===== config.mk =====
export PLATFORM = sky130hd
export DESIGN_NAME = dual_core_bus_arbiter
export DESIGN_NICKNAME = d
export VERILOG_FILES = /design/src/rtl/dual_core_bus_arbiter.sv
export SDC_FILE = /design/constraint.sdc
export NUM_CORES = 1
export LEC_CHECK = 0
export BUFFER_PORTS_ARGS = -buffer_cell sky130_fd_sc_hd__buf_4
export CELL_PAD_IN_SITES_DETAIL_PLACEMENT = 0
export CELL_PAD_IN_SITES_GLOBAL_PLACEMENT = 1
export CORE_MARGIN = 5
export CORE_UTILIZATION = 13
export DETAILED_ROUTE_END_ITERATION = 8
export GPL_TIMING_DRIVEN = 0
export HOLD_SLACK_MARGIN = 0.1
export PLACE_DENSITY_LB_ADDON = 0.1
export SLEW_MARGIN = 20
export SYNTH_ARGS = -nofsm -noshare
export SYNTH_HDL_FRONTEND = slang
export SYNTH_SLANG_ARGS = --single-unit
export TNS_END_PERCENT = 1

===== constraint.sdc =====
create_clock -name i_clock -period 1.3 [get_ports i_clock]
set_input_delay 0.065 -clock i_clock [delete_from_list [all_inputs] [get_ports i_clock]]
set_output_delay 0.065 -clock i_clock [all_outputs]
set_load 0.02 [all_outputs]

===== src/rtl/dual_core_bus_arbiter.sv =====
// Round-robin owner arbiter muxing two cores onto one external bus, with a one-cycle idle turnaround between owners.
// Optional watchdog forced release is compiled in with ARB_WATCHDOG_EN.
module dual_core_bus_arbiter #(
  parameter int DATA_W  = 64,
  parameter int TIMEOUT = 255
) (
  input  logic              i_clock,
  input  logic              i_reset,
  input  logic              i_req0,
  input  logic              i_req1,
  input  logic              i_lock0,
  input  logic              i_lock1,
  input  logic              i_done0,
  input  logic              i_done1,
  output logic              o_gnt0,
  output logic              o_gnt1,
  input  logic [DATA_W-1:0] i_data_out0,
  input  logic [DATA_W-1:0] i_data_out1,
  input  logic              i_enb0,
  input  logic              i_enb1,
  input  logic              i_nme0,
  input  logic              i_nale0,
  input  logic              i_rnw0,
  input  logic              i_noe0,
  input  logic              i_nme1,
  input  logic              i_nale1,
  input  logic              i_rnw1,
  input  logic              i_noe1,
  output logic [DATA_W-1:0] o_data_out,
  output logic              o_enb,
  output logic              o_nme,
  output logic              o_nale,
  output logic              o_rnw,
  output logic              o_noe,
  output logic              o_owner,
  output logic              o_busy,
  output logic              o_timeout
);

  typedef enum logic [1:0] {IDLE, OWN0, OWN1, TURN} state_t;

  if (TIMEOUT < 1 || TIMEOUT > 255) begin : g_bad_timeout
    $error("dual_core_bus_arbiter: TIMEOUT must be 1..255");
  end

  state_t r_state;
  logic   r_gnt0;
  logic   r_gnt1;
  logic   r_owner;
  logic   r_busy;
  state_t w_arb;
  logic   w_rel0;
  logic   w_rel1;
  logic   w_force0;
  logic   w_force1;

  // Tie goes to the core that did not own the bus last.
  always_comb begin
    w_arb = IDLE;
    if (i_req0 && !i_req1)
      w_arb = OWN0;
    else if (!i_req0 && i_req1)
      w_arb = OWN1;
    else if (i_req0 && i_req1)
      w_arb = r_owner ? OWN0 : OWN1;
  end

  assign w_rel0 = (i_done0 & ~i_lock0) | ~i_req0;
  assign w_rel1 = (i_done1 & ~i_lock1) | ~i_req1;

`ifdef ARB_WATCHDOG_EN
  localparam logic [7:0] LP_CNT_LAST = 8'(TIMEOUT - 1);

  logic [7:0] r_cnt;
  logic       r_timeout;
  logic       w_cnt_last;

  assign w_cnt_last = (r_cnt == LP_CNT_LAST);
  assign w_force0   = w_cnt_last & i_req1;
  assign w_force1   = w_cnt_last & i_req0;
  assign o_timeout  = r_timeout;
`else
  assign w_force0   = 1'b0;
  assign w_force1   = 1'b0;
  assign o_timeout  = 1'b0;
`endif

  always_ff @(posedge i_clock) begin
    if (i_reset) begin
      r_state <= IDLE;
      r_gnt0  <= 1'b0;
      r_gnt1  <= 1'b0;
      r_owner <= 1'b1;
      r_busy  <= 1'b0;
`ifdef ARB_WATCHDOG_EN
      r_cnt     <= 8'd0;
      r_timeout <= 1'b0;
`endif
    end else begin
`ifdef ARB_WATCHDOG_EN
      r_timeout <= 1'b0;
`endif
      case (r_state)
        IDLE, TURN: begin
          r_state <= w_arb;
          r_gnt0  <= (w_arb == OWN0);
          r_gnt1  <= (w_arb == OWN1);
          r_busy  <= (w_arb != IDLE);
          if (w_arb == OWN0)
            r_owner <= 1'b0;
          else if (w_arb == OWN1)
            r_owner <= 1'b1;
`ifdef ARB_WATCHDOG_EN
          r_cnt <= 8'd0;
`endif
        end
        OWN0: begin
          if (w_rel0 || w_force0) begin
            r_state <= TURN;
            r_gnt0  <= 1'b0;
            r_busy  <= 1'b0;
`ifdef ARB_WATCHDOG_EN
            r_timeout <= w_force0 & ~w_rel0;
          end else if (!w_cnt_last) begin
            r_cnt <= r_cnt + 8'd1;
`endif
          end
        end
        OWN1: begin
          if (w_rel1 || w_force1) begin
            r_state <= TURN;
            r_gnt1  <= 1'b0;
            r_busy  <= 1'b0;
`ifdef ARB_WATCHDOG_EN
            r_timeout <= w_force1 & ~w_rel1;
          end else if (!w_cnt_last) begin
            r_cnt <= r_cnt + 8'd1;
`endif
          end
        end
        default: begin
          r_state <= IDLE;
          r_gnt0  <= 1'b0;
          r_gnt1  <= 1'b0;
          r_busy  <= 1'b0;
        end
      endcase
    end
  end

  assign o_gnt0  = r_gnt0;
  assign o_gnt1  = r_gnt1;
  assign o_owner = r_owner;
  assign o_busy  = r_busy;

  // Only the registered owner state selects a core; every other state parks the bus idle.
  always_comb begin
    o_data_out = '0;
    o_enb      = 1'b1;
    o_nme      = 1'b1;
    o_nale     = 1'b1;
    o_rnw      = 1'b1;
    o_noe      = 1'b1;
    case (r_state)
      OWN0: begin
        o_data_out = i_data_out0;
        o_enb      = i_enb0;
        o_nme      = i_nme0;
        o_nale     = i_nale0;
        o_rnw      = i_rnw0;
        o_noe      = i_noe0;
      end
      OWN1: begin
        o_data_out = i_data_out1;
        o_enb      = i_enb1;
        o_nme      = i_nme1;
        o_nale     = i_nale1;
        o_rnw      = i_rnw1;
        o_noe      = i_noe1;
      end
      default: begin
      end
    endcase
  end

endmodule


==> impl_metrics.csv, run 1 <==
group,metric,value,unit
timing,hold_viol_final,0,
cts,clk_latency,220,ps
logic_synthesis,yosys-top-cells-area,"a22oi_1, nor2_1, dfxtp_1",
hold_path,hold_path_depth,5,
logic_synthesis,synth_xor_area_frac,0,
status,outcome,"complete, but fails checks",
floorplan,die_w,109,um
worst_setup_path,end_kind,"output port",
logic_synthesis,synth_top_family_by_area,"compound AO/OA/AOI/OAI gates",
final_layout,final_util,0.368,
final_layout,drive_gt1_frac,0.712,
floorplan,rows,36,
logic_synthesis,async_flop_share,0,
worst_setup_path,crit_fanout,8,
logic_synthesis,synth_compound_area_frac,0.481,
logic_synthesis,synth_seq_area_share,0.0940,
logic_synthesis,syn_inst,204,
hold_path,hold_class,"input port to flop",
drt,first_pass_iters,4,
placement,gp_congestion,0.781,
timing,worst_clock_skew,3.30,ps
worst_setup_path,rr_worst_depth,8,
logic_synthesis,synth_ff_type,"dfxtp_1",
worst_setup_path,start_kind,"flop",
worst_setup_path,required,1240,ps
floorplan,dieHeight,109,um
drt,routedWlPerCell,16.4,um
logic_synthesis,synth_mux_area_frac,0.00784,
global_routing,first_global_vias,2354,
logic_synthesis,synth_simple_gate_area_share,0.246,
cts,clockBufferDepth,2,
final_layout,diodes,0,
logic_synthesis,yosysMostFrequentCell,"nor2_1",
floorplan,die-area,11900,sq um
timing,slew_viol_final,0,
timing,final.setup.worst_slack,-291,ps
timing,final.setup.tns,-16980,ps
global_routing,grt_use_total,0.137,
cts,numCtsBuffers,3,
placement,place_hpwl,7560,um
logic_synthesis,synth_edf_count,0,
drt,drt_iter0_markers,130,
placement,pre_cts_ws,-500,ps
status,violations,"negative setup slack",
drt,vias,2402,
logic_synthesis,synth_commonest_cells,"nor2_1, a22oi_1, buf_2, inv_1, dfxtp_1",
logic_synthesis,synth-seq-cells,6,
final_layout,syn_to_final_growth,179,%
timing,fin_crit_sh,1.22,
power_and_ir_drop,p_leak,1.72,nW
global_routing,globalRouteOverflowTotal,0,
logic_synthesis,yosys.area.top_type_share,0.376,
placement,place_inst,555,
floorplan,pin_count,220,
run,drv_cap,0,
placement,port_buffers,218,
drt,drt-total-wl,9250,um
logic_synthesis,synth_top_area_cell,"a22oi_1",
final_layout,fin_nets,584,
logic_synthesis,avgSynthCellArea,6.26,sq um
drt,drt.antenna.violating_nets,0,
logic_synthesis,syn_area,1280,sq um
worst_setup_path,worstPathArrival,1530,ps
timing,rsz0062_at_grt,"true",
floorplan,core-area,9680,sq um
power_and_ir_drop,power.density,1850,nW/um^2
timing,layout_min_cycle_time,1590,ps
timing,max_freq,629,MHz
drt,drc,0,
global_routing,grt_max_degree,11,
drt,vias_per_cell,4.26,
logic_synthesis,yosysWarnings,0,
global_routing,grt_antenna_before_repair,0,
cts,cts_tree,"done",
final_layout,instances_no_fill,564,
logic_synthesis,synth_fa_ha_area_frac,0.0490,
floorplan,start_util,0.132,
cts,htreeDepth,1,
logic_synthesis,syn_nets,355,
timing,setup_viol,73,
worst_setup_path,critPathKind,"flop to output port",
power_and_ir_drop,peakVddDrop,0.000656,V
cts,cts.clk_slew.worst_paths,40,ps
logic_synthesis,synth_cell_types,25,
global_routing,grt_pass1_wl,12700,um
cts,cts-root-buf,"clkbuf_8",
cts,cts_num_sinks,6,
## critical path: stages (launching register included)
cell and delay [ps]:
dfxtp_4 360, inv_4 40, ha_4 220, buf_8 140
buf_8 130, a221o_1 270, buf_6 140
## path summary, 6_finish.rpt
path | startpoint | to | slack [ps]
worst max-delay path | r_state[0] | o_rnw | -290
worst min-delay path | i_lock1 | o_gnt1 | 300
worst max register to register | r_state[1] | o_busy | -180
worst min register to register | o_gnt0 | o_gnt0 | 480
## metal layers
layer | vias up | routed length (um) | global-route usage
met5 | - | 0 | 0
met1 | 1094 | 3340 | 0.151
met2 | 98 | 5140 | 0.267
li1 | 1204 | - | -
met4 | 0 | 78 | 0.0271
met3 | 6 | 692 | 0.0266
## power breakdown
group / switching (W) / leakage (nW) / internal [W] / total [W]
registers: 0.0000550 / 0.0503 / 0.000258 / 0.000313
logic: 0.00324 / 1.64 / 0.00275 / 0.00599
clock network: 0.0000848 / 0.0216 / 0.000199 / 0.000284
total: 0.00338 / 1.72 / 0.00321 / 0.00658
## what timing repair did
| item | CTS | global route |
|---|---|---|
| cloned | 0 | 2 |
| hold endpoints to repair | 4 | 0 |
| buffers inserted | 4 | 0 |
| pin swaps | 11 | 6 |
| hold buffers | 1 | 0 |
| endpoints found under the setup margin | 74 | 75 |
| gates resized for setup | 47 | 58 |
## placed cells by master (no fill, tap or decap), types with 2 or more instances in the layout
cell / instances
nand2_2: 2
o22ai_1: 2
ha_1: 3
a22oi_2: 33
a221o_1: 5
buf_4: 224
dfxtp_1: 3
nor2_2: 11
nand2_1: 5
dfxtp_4: 2
nor2b_1: 2
ha_4: 2
nor2_1: 57
a22oi_1: 31
buf_6: 14
clkbuf_4: 5
buf_8: 3
inv_1: 6
clkbuf_8: 3
## state kept, by name, summed over array words and instances, names as in the netlist
name / count
o_owner: 1
o_busy: 1
r_state: 2
o_gnt1: 1
o_gnt0: 1
## through the flow
| step | total power, W | hold WS (ps) | cell area, sq um |
|---|---|---|---|
| floorplan | 0.00321 | 130 | 1300 |
| global placement | 0.00533 | 283 | 3100 |
| detailed placement | 0.00530 | 282 | 3100 |
| CTS | 0.00621 | 296 | 3330 |
| global route | 0.00708 | 335 | 3560 |
| finish | 0.00658 | 297 | 3560 |
## layout make-up
type	count	area, sq um
fill	1065	6120
buffer	24	226
multi-input combinational	165	1230
clock buffer	3	41.3
inverter	8	32.5
tap	133	166
timing repair buffer	225	1740
sequential	6	129
## cells by family (layout without fill, tap and decap cells)
logic type / after synthesis / after routing
AO/OA/AOI/OAI: 78 / 78
flip-flops: 6 / 6
adder cells (fa/ha/maj): 5 / 5
buffers and inverters: 33 / 260
multiplexers: 1 / 1
other: 1 / 1
AND/OR/NAND/NOR: 80 / 80
No activity file was read; power rests on OpenSTA's default activity.
==> run 2, diff against run 1 <==
- ABC_AREA: default -> 1
- CORE_UTILIZATION: 13 -> 14
==> impl_metrics.csv, run 2 <==
group,metric,value,unit
drt,vias,2844,
drt,drt.antenna.violating_nets,0,
placement,dpl_cell_area,3440,sq um
floorplan,core-area,9820,sq um
final_layout,drive_gt1_frac,0.764,
global_routing,grt_max_degree,11,
floorplan,dieHeight,110,um
worst_setup_path,start_kind,"flop",
logic_synthesis,synth_xor_area_frac,0,
run,drv_cap,0,
global_routing,grt_antenna_before_repair,0,
cts,cts_tree,"done",
worst_setup_path,crit_family,"buffers and inverters",
power_and_ir_drop,power.density,1820,nW/um^2
timing,worst_clock_skew,0.429,ps
placement,gp_congestion,0.745,
drt,drt_iter0_markers,106,
floorplan,die-area,12200,sq um
cts,clk_latency,220,ps
status,violations,"negative setup slack",
logic_synthesis,synth_ff_type,"dfxtp_1",
cts,cts-root-buf,"clkbuf_8",
final_layout,final_common_cell,"buf_4",
hold_path,hold_path_depth,3,
final_layout,stdcell_area,4790,sq um
drt,first_pass_iters,4,
worst_setup_path,end_kind,"output port",
logic_synthesis,synth_fa_ha_area_frac,0.0444,
floorplan,die_w,110,um
logic_synthesis,synth_compound_area_frac,0.252,
hold_path,holdCritStartpoint,"i_reset",
final_layout,syn_to_final_growth,240,%
hold_path,hold_end,"o_owner",
worst_setup_path,critPathKind,"flop to output port",
drt,routedWlPerCell,14.9,um
logic_synthesis,yosysMostFrequentCell,"nand2_1",
logic_synthesis,syn_inst,296,
cts,cts_num_sinks,6,
power_and_ir_drop,peakVddDrop,0.000938,V
logic_synthesis,async_flop_share,0,
cts,htreeDepth,1,
worst_setup_path,required,1240,ps
floorplan,start_util,0.144,
global_routing,grt_pass1_wl,13400,um
final_layout,final_cell_mix,"buf_4, nand2_1, buf_6",
cts,clockBufferDepth,2,
worst_setup_path,cp_common_cell,"buf_6",
global_routing,globalRouteOverflowTotal,0,
timing,rsz0062_at_grt,"true",
floorplan,pin_count,220,
timing,hold_viol_final,0,
worst_setup_path,rr_startpoint,"r_state[0]",
logic_synthesis,synth_top_family_by_area,"simple AND/OR/NAND/NOR gates",
placement,port_buffers,218,
logic_synthesis,synth-seq-cells,6,
power_and_ir_drop,p_leak,2.12,nW
drt,vias_per_cell,4.26,
cts,numCtsBuffers,3,
global_routing,grt_use_total,0.138,
logic_synthesis,synth_seq_area_share,0.0852,
floorplan,rows,36,
worst_setup_path,worstReg2RegEnd,"r_state[0]",
worst_setup_path,critPathSlowestCell,"dfxtp_2",
logic_synthesis,synth_cell_types,18,
final_layout,top_register,"r_state",
global_routing,first_global_vias,2696,
drt,drc,0,
final_layout,largest_reg_flops,2,
timing,layout_min_cycle_time,1520,ps
worst_setup_path,crit_fanout,5,
timing,fin_crit_sh,1.17,
cts,cts.clk_slew.worst_paths,40,ps
timing,final.setup.worst_slack,-216,ps
worst_setup_path,worstPathArrival,1450,ps
timing,setup_viol,73,
logic_synthesis,synth_simple_gate_area_share,0.480,
worst_setup_path,worstPathCellList,"buf_6 > ha_4 > buf_12 > clkbuf_16 > nand2_2 > a21oi_2 > buf_6",
final_layout,fin_nets,688,
timing,max_freq,660,MHz
drt,drt-total-wl,9980,um
worst_setup_path,rr_worst_depth,10,
logic_synthesis,avgSynthCellArea,4.76,sq um
logic_synthesis,yosys.area.top_type_share,0.407,
worst_setup_path,path_buf_inv,4,
logic_synthesis,synth_edf_count,0,
timing,slew_viol_final,0,
logic_synthesis,yosys-top-cells-area,"nand2_1, a21oi_1, dfxtp_1",
status,outcome,"complete, but fails checks",
logic_synthesis,synth_mux_area_frac,0,
final_layout,diodes,0,
worst_setup_path,slowest_delay,330,ps
logic_synthesis,synth_top_area_cell,"nand2_1",
logic_synthesis,yosysWarnings,0,
logic_synthesis,syn_area,1410,sq um
hold_path,hold_class,"input port to flop",
logic_synthesis,syn_nets,447,
logic_synthesis,synth_commonest_cells,"nand2_1, a21oi_1, buf_2, inv_1, nor2_1",
placement,place_hpwl,7310,um
worst_setup_path,r2r_setup_slack,-110,ps
power_and_ir_drop,p_total,0.00870,W
[run 2: worst max-delay path by stage]
stage	to	slack, ps	startpoint	cells past startpoint
6_report	o_data_out[2]	-220	r_state[0]	7
5_1_grt	o_data_out[49]	-270	r_state[0]	7
4_1_cts	o_data_out[8]	-250	r_state[0]	7
3_5_place_dp	o_data_out[26]	-280	r_state[0]	7
3_3_place_gp	o_data_out[24]	-270	r_state[0]	7
2_1_floorplan	o_data_out[0]	-100	r_state[0]	5
[run 2: area by class of cell]
class | count | area (sq um)
Tap cell | 133 | 166
Multi-Input combinational cell | 252 | 1800
Fill cell | 990 | 5030
Timing Repair Buffer | 238 | 2230
Sequential cell | 6 | 123
Buffer | 23 | 372
Inverter | 13 | 53.8
Clock buffer | 3 | 41.3
[run 2: repair_timing]
item | CTS | global route
buffers inserted | 5 | 1
cloned | 7 | 7
resized for setup | 162 | 114
pin swaps | 5 | 64
hold buffers | 0 | 0
endpoints found under the setup margin | 75 | 75
[run 2: metrics by stage]
stage	TNS (ps)	setup WS (ps)	hold WS [ps]	utilization	cells
2_1_floorplan	-5800	-102	232	-	296
3_3_place_gp	-15200	-269	380	0.351	647
3_5_place_dp	-15660	-281	378	0.351	647
4_1_cts	-15990	-251	146	0.433	662
5_1_grt	-17380	-269	193	0.488	668
6_report	-13200	-216	141	0.488	668
[run 2: where the power goes]
group	internal (W)	leakage (nW)	total (W)	switching, W
Combinational	0.00405	2.05	0.00810	0.00405
Clock	0.000200	0.0216	0.000288	0.0000885
Sequential	0.000260	0.0502	0.000311	0.0000511
Total	0.00451	2.12	0.00870	0.00419
[run 2: cells by family after synthesis]
kind of cell               Yosys count
AOI/OAI and AO/OA                   71
adders and majority gates            5
buffers and inverters               38
DFF                                  6
other                                1
and+or+nand+nor                    175
[run 2: worst min-delay path, stage by stage]
cell and delay, ps:
buf_4 70, inv_1 90, nand3_1 100
[run 2: per-layer routing]
| layer | vias up | track usage | part of all wire |
|---|---|---|---|
| met3 | 14 | 0.0192 | 0.074 |
| met2 | 105 | 0.279 | 0.57 |
| met5 | - | 0 | 0 |
| li1 | 1423 | - | - |
| met4 | 0 | 0.0255 | 0.016 |
| met1 | 1302 | 0.151 | 0.34 |
==> run 3, diff against run 2 <==
==> constraint.sdc (replaced) <==
create_clock -name i_clock -period 1.3 [get_ports i_clock]
set_input_delay 0.26 -clock i_clock [delete_from_list [all_inputs] [get_ports i_clock]]
set_output_delay 0.26 -clock i_clock [all_outputs]
set_load 0.02 [all_outputs]
==> impl_metrics.csv, run 3 (synthesized netlist as in run 2, its figures left out) <==
group,metric,value,unit
power_and_ir_drop,pwr-share-seq,0.040,
cts,clk_latency,220,ps
floorplan,die-area,12200,sq um
cts,numCtsBuffers,3,
drt,routedWlPerCell,13.9,um
worst_setup_path,crit_fanout,6,
final_layout,fin_nets,676,
power_and_ir_drop,switching_share,0.518,
run,drv_cap,0,
global_routing,grt_use_total,0.132,
timing,slew_viol_final,0,
floorplan,core-area,9820,sq um
power_and_ir_drop,share_comb_of_total_power,0.926,
floorplan,dieHeight,110,um
power_and_ir_drop,power.density,1780,nW/um^2
timing,layout_min_cycle_time,1710,ps
floorplan,start_util,0.144,
timing,hold_viol_final,0,
worst_setup_path,end_kind,"output port",
cts,cts-root-buf,"clkbuf_8",
global_routing,first_global_vias,2654,
drt,drt-total-wl,9120,um
timing,rsz0062_at_grt,"true",
worst_setup_path,rr_worst_depth,8,
cts,clockBufferDepth,2,
floorplan,rows,36,
final_layout,drive_gt1_frac,0.663,
final_layout,multi_input_area,1890,sq um
power_and_ir_drop,p_sw,0.00414,W
hold_path,hold_end,"o_owner",
cts,htreeDepth,1,
floorplan,die_w,110,um
final_layout,regArea,124,sq um
power_and_ir_drop,internal_power,0.00385,W
timing,final.setup.worst_slack,-413,ps
timing,fin_crit_sh,1.32,
worst_setup_path,worstPathArrival,1450,ps
worst_setup_path,start_kind,"flop",
drt,first_pass_iters,4,
global_routing,grt_antenna_before_repair,0,
hold_path,holdCritStartpoint,"i_reset",
timing,max_freq,584,MHz
worst_setup_path,worstReg2RegEnd,"r_state[1]",
final_layout,top_register,"r_state",
timing,setup_viol,73,
worst_setup_path,required,1040,ps
drt,drt.antenna.violating_nets,0,
drt,vias,2741,
cts,cts_num_sinks,6,
timing,worst_clock_skew,1.07,ps
power_and_ir_drop,p_leak,1.93,nW
final_layout,final_cell_mix,"buf_4, nand2_1, a21oi_4",
global_routing,globalRouteOverflowTotal,0,
power_and_ir_drop,peakVddDrop,0.000817,V
status,violations,"negative setup slack",
placement,gp_congestion,0.707,
power_and_ir_drop,power_frac_clock,0.035,
drt,drt_iter0_markers,109,
final_layout,final_util,0.458,
worst_setup_path,critPathKind,"flop to output port",
placement,port_buffers,218,
final_layout,final_common_cell,"buf_4",
cts,postCtsHoldBufs,0,
drt,vias_per_cell,4.18,
status,outcome,"complete, but fails checks",
placement,place_hpwl,7500,um
cts,cts.clk_slew.worst_paths,40,ps
hold_path,hold_path_depth,3,
global_routing,grt_pass1_wl,12900,um
drt,drc,0,
timing,final.setup.tns,-26430,ps
final_layout,fillers,1012,
worst_setup_path,rr_startpoint,"r_state[0]",
final_layout,diodes,0,
hold_path,hold_class,"input port to flop",
floorplan,pin_count,220,
final_layout,syn_to_final_growth,219,%
cts,cts_tree,"done",
worst_setup_path,r2r_setup_slack,-170,ps
final_layout,largest_reg_flops,2,
global_routing,grt_max_degree,11,
==> run 3: power by group through the flow <==
stage	sequential [W]	combinational (W)	clock (W)
5_1_grt	0.000328	0.00792	0.000289
3_3_place_gp	0.000306	0.00617	0
2_1_floorplan	0.000362	0.00416	0
4_1_cts	0.000305	0.00669	0.000282
3_5_place_dp	0.000307	0.00619	0
6_report	0.000318	0.00739	0.000276
==> run 3: area by class of cell <==
cell class              count  share of cell area
well taps                 133              0.0370
repair buffers            226               0.424
multi-input cells         252               0.420
flip-flops and latches      6              0.0275
plain buffers              23              0.0693
inverters                  13              0.0125
clock buffers               3             0.00918
==> run 3: what timing repair did <==
item                                    in CTS  in global routing
endpoints found under the setup margin      74                 75
pin swaps                                    2                  3
hold endpoints to repair                     0                  0
setup buffers                                2                  2
gates resized for setup                     37                 72
cloned                                       1                  3
==> run 3: stage by stage <==
stage | hold slack, ps | worst slack, ps | cell area, sq um | total power [W] | instances
after floorplan | 427 | -105 | 2170 | 0.00453 | 296
after global placement | 471 | -383 | 3970 | 0.00648 | 647
after detailed placement | 479 | -398 | 3970 | 0.00649 | 647
after CTS | 341 | -460 | 4160 | 0.00728 | 652
after global routing | 357 | -475 | 4500 | 0.00854 | 656
final | 334 | -413 | 4500 | 0.00798 | 656
==> run 3: worst max-delay path, cell delays in order (launching register included) <==
cell	delay, ps
dfxtp_2	350
inv_2	50
ha_4	260
buf_12	160
clkbuf_16	160
a21oi_4	110
buf_6	130
==> run 3: worst max path at each step <==
stage / from / end / cells after the start
after floorplan: r_state[0] / o_data_out[23] / 6
after global placement: r_state[1] / o_data_out[19] / 7
after detailed placement: r_state[1] / o_data_out[58] / 7
after CTS: r_state[1] / o_data_out[27] / 7
after global routing: r_state[0] / o_data_out[39] / 6
final: r_state[0] / o_data_out[40] / 6
==> run 3: metal layers <==
metal / global-route usage / routed length (um) / up-vias
met3: 0.0268 / 773 / 8
met2: 0.263 / 5010 / 102
met1: 0.144 / 3220 / 1243
met5: 0 / 0 / -
li1: - / - / 1388
met4: 0.0167 / 122 / 0
